===== src/rtl/input_pack_mem_pkg.sv =====
// Shared types and constants for the input byte packer.
package input_pack_pkg;
  localparam int BYTES_PER_WORD = 16;
  localparam int ADDR_W         = 16;
  localparam int DATA_W         = 128;
  localparam int CNT_W          = 15;

  typedef enum logic [1:0] {IDLE, FILL, WRITE, DONE} state_t;
endpackage


===== src/rtl/input_pack_mem_if.sv =====
// Byte-in / word-out handshake bundle for input_pack_mem.
interface input_pack_mem_if import input_pack_pkg::*; ();
  logic              start;
  logic              input_base_offset;
  logic [7:0]        DataIn;
  logic              DataValid;
  logic              DataReady;
  logic [ADDR_W-1:0] WriteAddress;
  logic [DATA_W-1:0] WriteBus;
  logic              WriteEnable;
  logic              done;

  modport slave (
    input  start, input_base_offset, DataIn, DataValid,
    output DataReady, WriteAddress, WriteBus, WriteEnable, done
  );

  modport master (
    output start, input_base_offset, DataIn, DataValid,
    input  DataReady, WriteAddress, WriteBus, WriteEnable, done
  );
endinterface


===== src/rtl/input_pack_mem_shift.sv =====
// 16-byte accumulator; INPUT_PACK_LSB_FIRST_EN selects first byte in LSBs, else MSBs.
module input_pack_shift import input_pack_pkg::*; (
  input  logic              clock,
  input  logic              reset_n,
  input  logic              i_load,
  input  logic              i_clear,
  input  logic [7:0]        i_byte,
  output logic [DATA_W-1:0] o_word
);
  logic [DATA_W-1:0] r_word;

  always_ff @(posedge clock) begin
    if (!reset_n || i_clear) begin
      r_word <= '0;
    end else if (i_load) begin
`ifdef INPUT_PACK_LSB_FIRST_EN
      r_word <= {i_byte, r_word[DATA_W-1:8]};
`else
      r_word <= {r_word[DATA_W-9:0], i_byte};
`endif
    end
  end

  assign o_word = r_word;
endmodule


===== src/rtl/input_pack_mem.sv =====
// Packs a byte stream into 128-bit memory words, one frame per start; build option
// INPUT_PACK_LSB_FIRST_EN (in input_pack_shift) flips byte order within a word.
module input_pack_mem import input_pack_pkg::*; #(
  parameter int FRAME_WORDS = 19200,
  parameter int DONE_DELAY  = 12
) (
  input logic               clock,
  input logic               reset_n,
  input_pack_mem_if.slave   mem
);
  localparam int DLY_W = (DONE_DELAY < 2) ? 1 : $clog2(DONE_DELAY);
  localparam logic [DLY_W-1:0] DLY_LOAD  = DLY_W'(DONE_DELAY - 1);
  localparam logic [CNT_W-1:0] LAST_WORD = CNT_W'(FRAME_WORDS);
  localparam logic [3:0]       LAST_BYTE = 4'(BYTES_PER_WORD - 1);

  state_t            r_state, w_next;
  logic [3:0]        r_bcnt;
  logic [CNT_W-1:0]  r_wcnt;
  logic [ADDR_W-1:0] r_addr;
  logic [DLY_W-1:0]  r_dly;
  logic              r_done;
  logic              w_accept, w_ready, w_we, w_last_word, w_clear;
  logic [CNT_W-1:0]  w_wcnt_inc;

  assign w_wcnt_inc  = r_wcnt + 1'b1;
  assign w_last_word = (w_wcnt_inc == LAST_WORD);
  assign w_clear     = (r_state == IDLE) || !mem.start;

  always_ff @(posedge clock) begin
    if (!reset_n) r_state <= IDLE;
    else          r_state <= w_next;
  end

  always_comb begin
    w_next   = r_state;
    w_ready  = 1'b0;
    w_we     = 1'b0;
    w_accept = 1'b0;
    case (r_state)
      IDLE:  if (mem.start) w_next = FILL;
      FILL: begin
        w_ready  = 1'b1;
        w_accept = mem.DataValid;
        if (mem.DataValid && (r_bcnt == LAST_BYTE)) w_next = WRITE;
      end
      WRITE: begin
        w_we   = 1'b1;
        w_next = w_last_word ? DONE : FILL;
      end
      DONE:    w_next = DONE;
      default: w_next = IDLE;
    endcase
    // Dropping start abandons whatever is in flight, including a partial word.
    if (!mem.start) begin
      w_next   = IDLE;
      w_accept = 1'b0;
    end
  end

  always_ff @(posedge clock) begin
    if (!reset_n) begin
      r_bcnt <= '0;
      r_wcnt <= '0;
      r_addr <= '0;
      r_dly  <= '0;
      r_done <= 1'b0;
    end else if (w_clear) begin
      r_bcnt <= '0;
      r_wcnt <= '0;
      r_addr <= {mem.input_base_offset, {(ADDR_W-1){1'b0}}};
      r_dly  <= '0;
      r_done <= 1'b0;
    end else begin
      if (w_accept) r_bcnt <= r_bcnt + 1'b1;
      if (r_state == WRITE) begin
        r_addr[ADDR_W-2:0] <= r_addr[ADDR_W-2:0] + 1'b1;
        r_wcnt             <= w_wcnt_inc;
        if (w_last_word) begin
          if (DONE_DELAY <= 1) r_done <= 1'b1;
          else                 r_dly  <= DLY_LOAD;
        end
      end
      // Counter loaded on DONE entry; done rises DONE_DELAY cycles after the last strobe.
      if (r_state == DONE) begin
        if (r_dly == DLY_W'(1)) r_done <= 1'b1;
        if (r_dly != '0)        r_dly  <= r_dly - 1'b1;
      end
    end
  end

  input_pack_shift u_shift (
    .clock   (clock),
    .reset_n (reset_n),
    .i_load  (w_accept),
    .i_clear (w_clear),
    .i_byte  (mem.DataIn),
    .o_word  (mem.WriteBus)
  );

  assign mem.DataReady    = w_ready;
  assign mem.WriteEnable  = w_we;
  assign mem.WriteAddress = r_addr;
  assign mem.done         = r_done;
endmodule

===== src/flat_wrapper.sv =====
// flat-port wrapper written by rule: the top's interface ports become plain ports
module input_pack_mem_flat import input_pack_pkg::*;
#(
  parameter int FRAME_WORDS = 19200,
  parameter int DONE_DELAY  = 12
)
  (clock, reset_n, mem_start, mem_input_base_offset, mem_DataIn, mem_DataValid, mem_DataReady, mem_WriteAddress, mem_WriteBus, mem_WriteEnable, mem_done);
  input_pack_mem_if mem_i ();
  input logic clock;
  input logic reset_n;
  input wire logic [$bits(mem_i.start)-1:0] mem_start;
  input wire logic [$bits(mem_i.input_base_offset)-1:0] mem_input_base_offset;
  input wire logic [$bits(mem_i.DataIn)-1:0] mem_DataIn;
  input wire logic [$bits(mem_i.DataValid)-1:0] mem_DataValid;
  output wire logic [$bits(mem_i.DataReady)-1:0] mem_DataReady;
  output wire logic [$bits(mem_i.WriteAddress)-1:0] mem_WriteAddress;
  output wire logic [$bits(mem_i.WriteBus)-1:0] mem_WriteBus;
  output wire logic [$bits(mem_i.WriteEnable)-1:0] mem_WriteEnable;
  output wire logic [$bits(mem_i.done)-1:0] mem_done;
  assign mem_i.start = mem_start;
  assign mem_i.input_base_offset = mem_input_base_offset;
  assign mem_i.DataIn = mem_DataIn;
  assign mem_i.DataValid = mem_DataValid;
  assign mem_DataReady = mem_i.DataReady;
  assign mem_WriteAddress = mem_i.WriteAddress;
  assign mem_WriteBus = mem_i.WriteBus;
  assign mem_WriteEnable = mem_i.WriteEnable;
  assign mem_done = mem_i.done;
  input_pack_mem #(.FRAME_WORDS(FRAME_WORDS), .DONE_DELAY(DONE_DELAY)) u_core (.clock(clock), .reset_n(reset_n), .mem(mem_i));
endmodule

===== config.mk =====
export PLATFORM = sky130hd
export DESIGN_NAME = input_pack_mem_flat
export DESIGN_NICKNAME = d
export VERILOG_FILES = /design/src/rtl/input_pack_mem_pkg.sv /design/src/rtl/input_pack_mem_if.sv /design/src/rtl/input_pack_mem_shift.sv /design/src/rtl/input_pack_mem.sv /design/src/flat_wrapper.sv
export SDC_FILE = /design/constraint.sdc
export NUM_CORES = 1
export LEC_CHECK = 0
export CORE_MARGIN = 2
export CORE_UTILIZATION = 44
export CTS_CLUSTER_SIZE = 14
export DETAILED_ROUTE_END_ITERATION = 7
export PLACE_DENSITY = 0.75
export SLEW_MARGIN = 10
export SYNTH_ARGS = -nofsm -noshare
export SYNTH_HDL_FRONTEND = slang
export SYNTH_SLANG_ARGS = --single-unit

===== constraint.sdc =====
create_clock -name clock -period 1.7 [get_ports clock]
set_clock_uncertainty 0.2 [all_clocks]
set_input_delay 0.425 -clock clock [delete_from_list [all_inputs] [get_ports clock]]
set_output_delay 0.425 -clock clock [all_outputs]
set_load 0.02 [all_outputs]

==> results.md <==
* Die area at approximately 16000 um2
* Avg Cell Area, Syn at between 8 and 9 um2
* DRC at 0
* Largest net degree at the start of global routing at 32
* Async set-reset flop share out of synthesis at 0%
* CP max FO at 6
* Worst R2R Path Depth at 7
* Minimum clock period at around 2.0 ns
* Met2 wire length at roughly 12000 um
* Slew HR at between 70 and 80%
* Arr. time, crit path at about 2.1 ns
* Mapped Nets at 822
* Slew Viols, Final at 0
* Crit Path Category: flop to flop
* Failing checks: setup timing
* Beginning of the worst register-to-register path: u_core.r_wcnt[11]$_SDFFE_PP0P_
* Nature of the critical path startpoint: flop
* YS warnings at 0
* Post-DRT Antenna Nets at 0
* Leak pwr at 4.213 nW
* Total Routed Length at 23650 um
* Clock buffer count from CTS at 17
* Final Util at between 70% and 80%
* Hpwl dp at approximately 12000 um
* Root Driver: clkbuf_16
* Final period utilization at 115.7%
* Worst-skew pair later-pin latency at around 0.43 ns
* CP peak stage delay at 0.36 ns
* RSZ-0062 raised after global routing: true
* Fin. Hold Viols at 0
* Crit-path cells: buf_4 -> nand3_1 -> or3_1 -> a21oi_1 -> a31o_2 -> nand4_2 -> a221oi_2
* CTS Hold Bufs at 0
* Layout cells sized above 1 at about 44%
* Ys flop type: dfxtp_1
* Worst Hold Path EP: u_core.u_shift.o_word[125]$_SDFFE_PP0P_
* Mapped Cells at 803
* Initial antenna violation count at 0
* Reg power frac at a little under half
* Worst min-delay path class: flop to flop
* CTS clock-pin slew for the worst setup and hold paths at around 0.07 ns
* Final setup margin at -0.2673 ns
* Synth unique cells at between 40 and 50
* First-pass GRT wire length at around 33000 um
* Sw power at roughly 0.0019 W
* H-tree Lvls at 4
* Max-Cap Viols at 0
* Num Clock Sinks at 170
* Area grow syn2layout at 64.42%
* Avg WL per Cell at 18.40 um
* F_max at approximately 0.51 GHz
* Vias in the first global route at 6613
* Core area at 14530 um2
* Antenna diode count at 0
* Hold Startpoint: u_core.u_shift.o_word[125]$_SDFFE_PP0P_
* Post-synth EDFFs at 0
* Pwr per Cell Area at roughly 800 nW/um2
* Met3 wire len at 1794 um
* Worst hold path cell count at 2
* Vias at a little under 7000
* Met1 WL at about 9400 um
* Worst Tran Pin Value at 0.3320 ns
* R2r endpoint: u_core.r_state[1]$_SDFFE_PN0P_
* R2R Setup Slk at -0.27 ns
* Top Metal Used: met4
* Critical path endpoint category: flop
* Dpl cells at 1196
* DP Area at 9115 um2
* TritonCTS clock tree: yes
* Minimum hold slack at roughly 0.25 ns
* Routability cong. at ~0.88
* CP max-delay cell: dfxtp_1
* Die Width at around 130 um
* Non-filler instance count after layout at 1285
* Post-synthesis register bit count at 170
* Logic pwr share at 4.7%
* IO Port Bufs at ~160
* Final Instance Area at 10740 um2
* Initial Utilization at between 40% and 50%
* Clk pwr share at between 40% and 50%
* WP data required at 1.84 ns
* # IOs at 160
* Via density at 5.357
* Mapped cell area at 6530 um2
* Run status: finished, violations left
* Die Y at ~130 um
* Cell Rows at 44
* GRT Util Overall at a little over a quarter
* Setup violations, final at 147
* Bufs on Longest Clock Path at 2
* Post-synthesis sequential area ratio at approximately 52%
* Switching Fraction at 21.21%
* Peak supply drop at 0.6503 mV
* Router iterations before antenna repair at 5
* Final global-route overflow total at 0
* Fin nets at about 1100
* Int Power at 0.006896 W
* DR iter-0 viols at roughly 430
==> stage by stage <==
stage          setup TNS [ns]  setup slack, ns  total power [W]
2_1_floorplan          -1.361          -0.1633         0.004188
6_report               -21.24          -0.2673         0.008753
3_5_place_dp           -36.13          -0.3067         0.004295
5_1_grt                -30.56          -0.4018         0.008946
3_3_place_gp           -35.97          -0.2526         0.004296
4_1_cts                -15.97          -0.2342         0.008668
==> sequential cells by signal (all words and copies together), names as in the netlist <==
signal	cells
u_core.u_shift.o_word	128
u_core.mem.WriteAddress	16
u_core.r_wcnt	15
u_core.r_bcnt	4
u_core.r_dly	4
u_core.r_state	2
u_core.mem.done	1
==> kinds of logic (layout without fill, tap and decap cells) <==
group	count (synthesis)	in the layout	synth area share (%)
xor+xnor	33	33	4.426
buf+inv	61	359	4.809
fa+ha+maj	6	6	1.150
mux	4	4	0.6132
compound gates	155	155	12.84
flops	170	170	52.12
simple gates	374	374	24.05
==> placed cells by master (no fill, tap or decap), types with 4 or more instances in the layout <==
| cell type | count |
|---|---|
| bufinv_16 | 5 |
| and4_1 | 5 |
| buf_2 | 120 |
| clkbuf_16 | 28 |
| clkbuf_2 | 6 |
| buf_12 | 18 |
| clkdlybuf4s15_2 | 19 |
| buf_8 | 5 |
| dfxtp_4 | 5 |
| and3_4 | 6 |
| nand4_1 | 8 |
| buf_6 | 25 |
| a21oi_2 | 64 |
| nand3_2 | 5 |
| nand3_1 | 5 |
| inv_1 | 5 |
| buf_16 | 16 |
| dfxtp_1 | 161 |
| mux2i_1 | 4 |
| buf_4 | 87 |
| nor2_1 | 41 |
| ha_1 | 5 |
| xor2_1 | 21 |
| clkdlybuf4s50_1 | 12 |
| nand2_1 | 245 |
| dfxtp_2 | 4 |
| a21oi_1 | 71 |
| xnor2_1 | 11 |
| nand2_2 | 32 |
==> what timing repair did <==
item | 4_1_cts | 5_1_grt
buffers inserted | 20 | 9
endpoints found under the setup margin | 270 | 218
gates cloned | 16 | 13
pin swaps | 21 | 37
resized for setup | 554 | 194
==> synthesized netlist by cell type, drive strengths merged (4+ instances only) <==
cell type / number / area share [%]
nand2: 278 / 16
dfxtp: 170 / 52
a21oi: 135 / 10
nor2: 43 / 2.5
clkbuf: 38 / 2.8
xor2: 21 / 2.8
buf: 17 / 1.7
xnor2: 12 / 1.6
nand3: 11 / 0.92
nand4: 9 / 0.96
and3: 7 / 0.69
ha: 6 / 1.1
inv: 6 / 0.34
and4: 5 / 0.67
nor2b: 5 / 0.48
o21ai: 5 / 0.38
mux2i: 4 / 0.61
nor3: 4 / 0.38
==> power groups by stage <==
stage / Sequential [W] / Clock [W] / Combinational [W]
6_report: 0.00399 / 0.00436 / 0.000408
2_1_floorplan: 0.00408 / 0 / 0.000108
5_1_grt: 0.00398 / 0.00454 / 0.000422
4_1_cts: 0.00399 / 0.00435 / 0.000333
3_5_place_dp: 0.00408 / 0 / 0.000215
3_3_place_gp: 0.00408 / 0 / 0.000217
==> how the worst max path moves through the flow <==
stage | slack, ns | start | to
floorplan | -0.16 | u_core.r_wcnt[0]$_SDFFE_PP0P_ | u_core.r_state[1]$_SDFFE_PN0P_
global placement | -0.25 | mem_start | u_core.u_shift.o_word[0]$_SDFFE_PP0P_
detailed placement | -0.31 | mem_start | u_core.u_shift.o_word[126]$_SDFFE_PP0P_
CTS | -0.23 | u_core.r_wcnt[0]$_SDFFE_PP0P_ | u_core.r_state[1]$_SDFFE_PN0P_
global route | -0.40 | u_core.r_wcnt[7]$_SDFFE_PP0P_ | u_core.r_state[1]$_SDFFE_PN0P_
finish | -0.27 | u_core.r_wcnt[11]$_SDFFE_PP0P_ | u_core.r_state[1]$_SDFFE_PN0P_
==> metal layers <==
metal	track usage, %	vias to the layer above
met3	8.539	49
met4	11.12	0
li1	-	3218
met2	44.83	268
met5	0	-
met1	30.88	3349
==> worst max-delay path, delay by kind of cell (launching register included) <==
kind | cells | cell delay (ns)
buf+inv | 1 | 0.17
flops | 1 | 0.36
simple gates | 3 | 0.59
compound gates | 3 | 0.56
==> final cells by class <==
type                            count  area [um2]
Clock buffer                       22       464.2
Clock inverter                     10       186.4
Fill cell                         993        3797
Inverter                            6       25.02
Multi-Input combinational cell    572        3288
Sequential cell                   170        3427
Tap cell                          184       230.2
Timing Repair Buffer              321        3115
(Power assumes the default switching activity.)
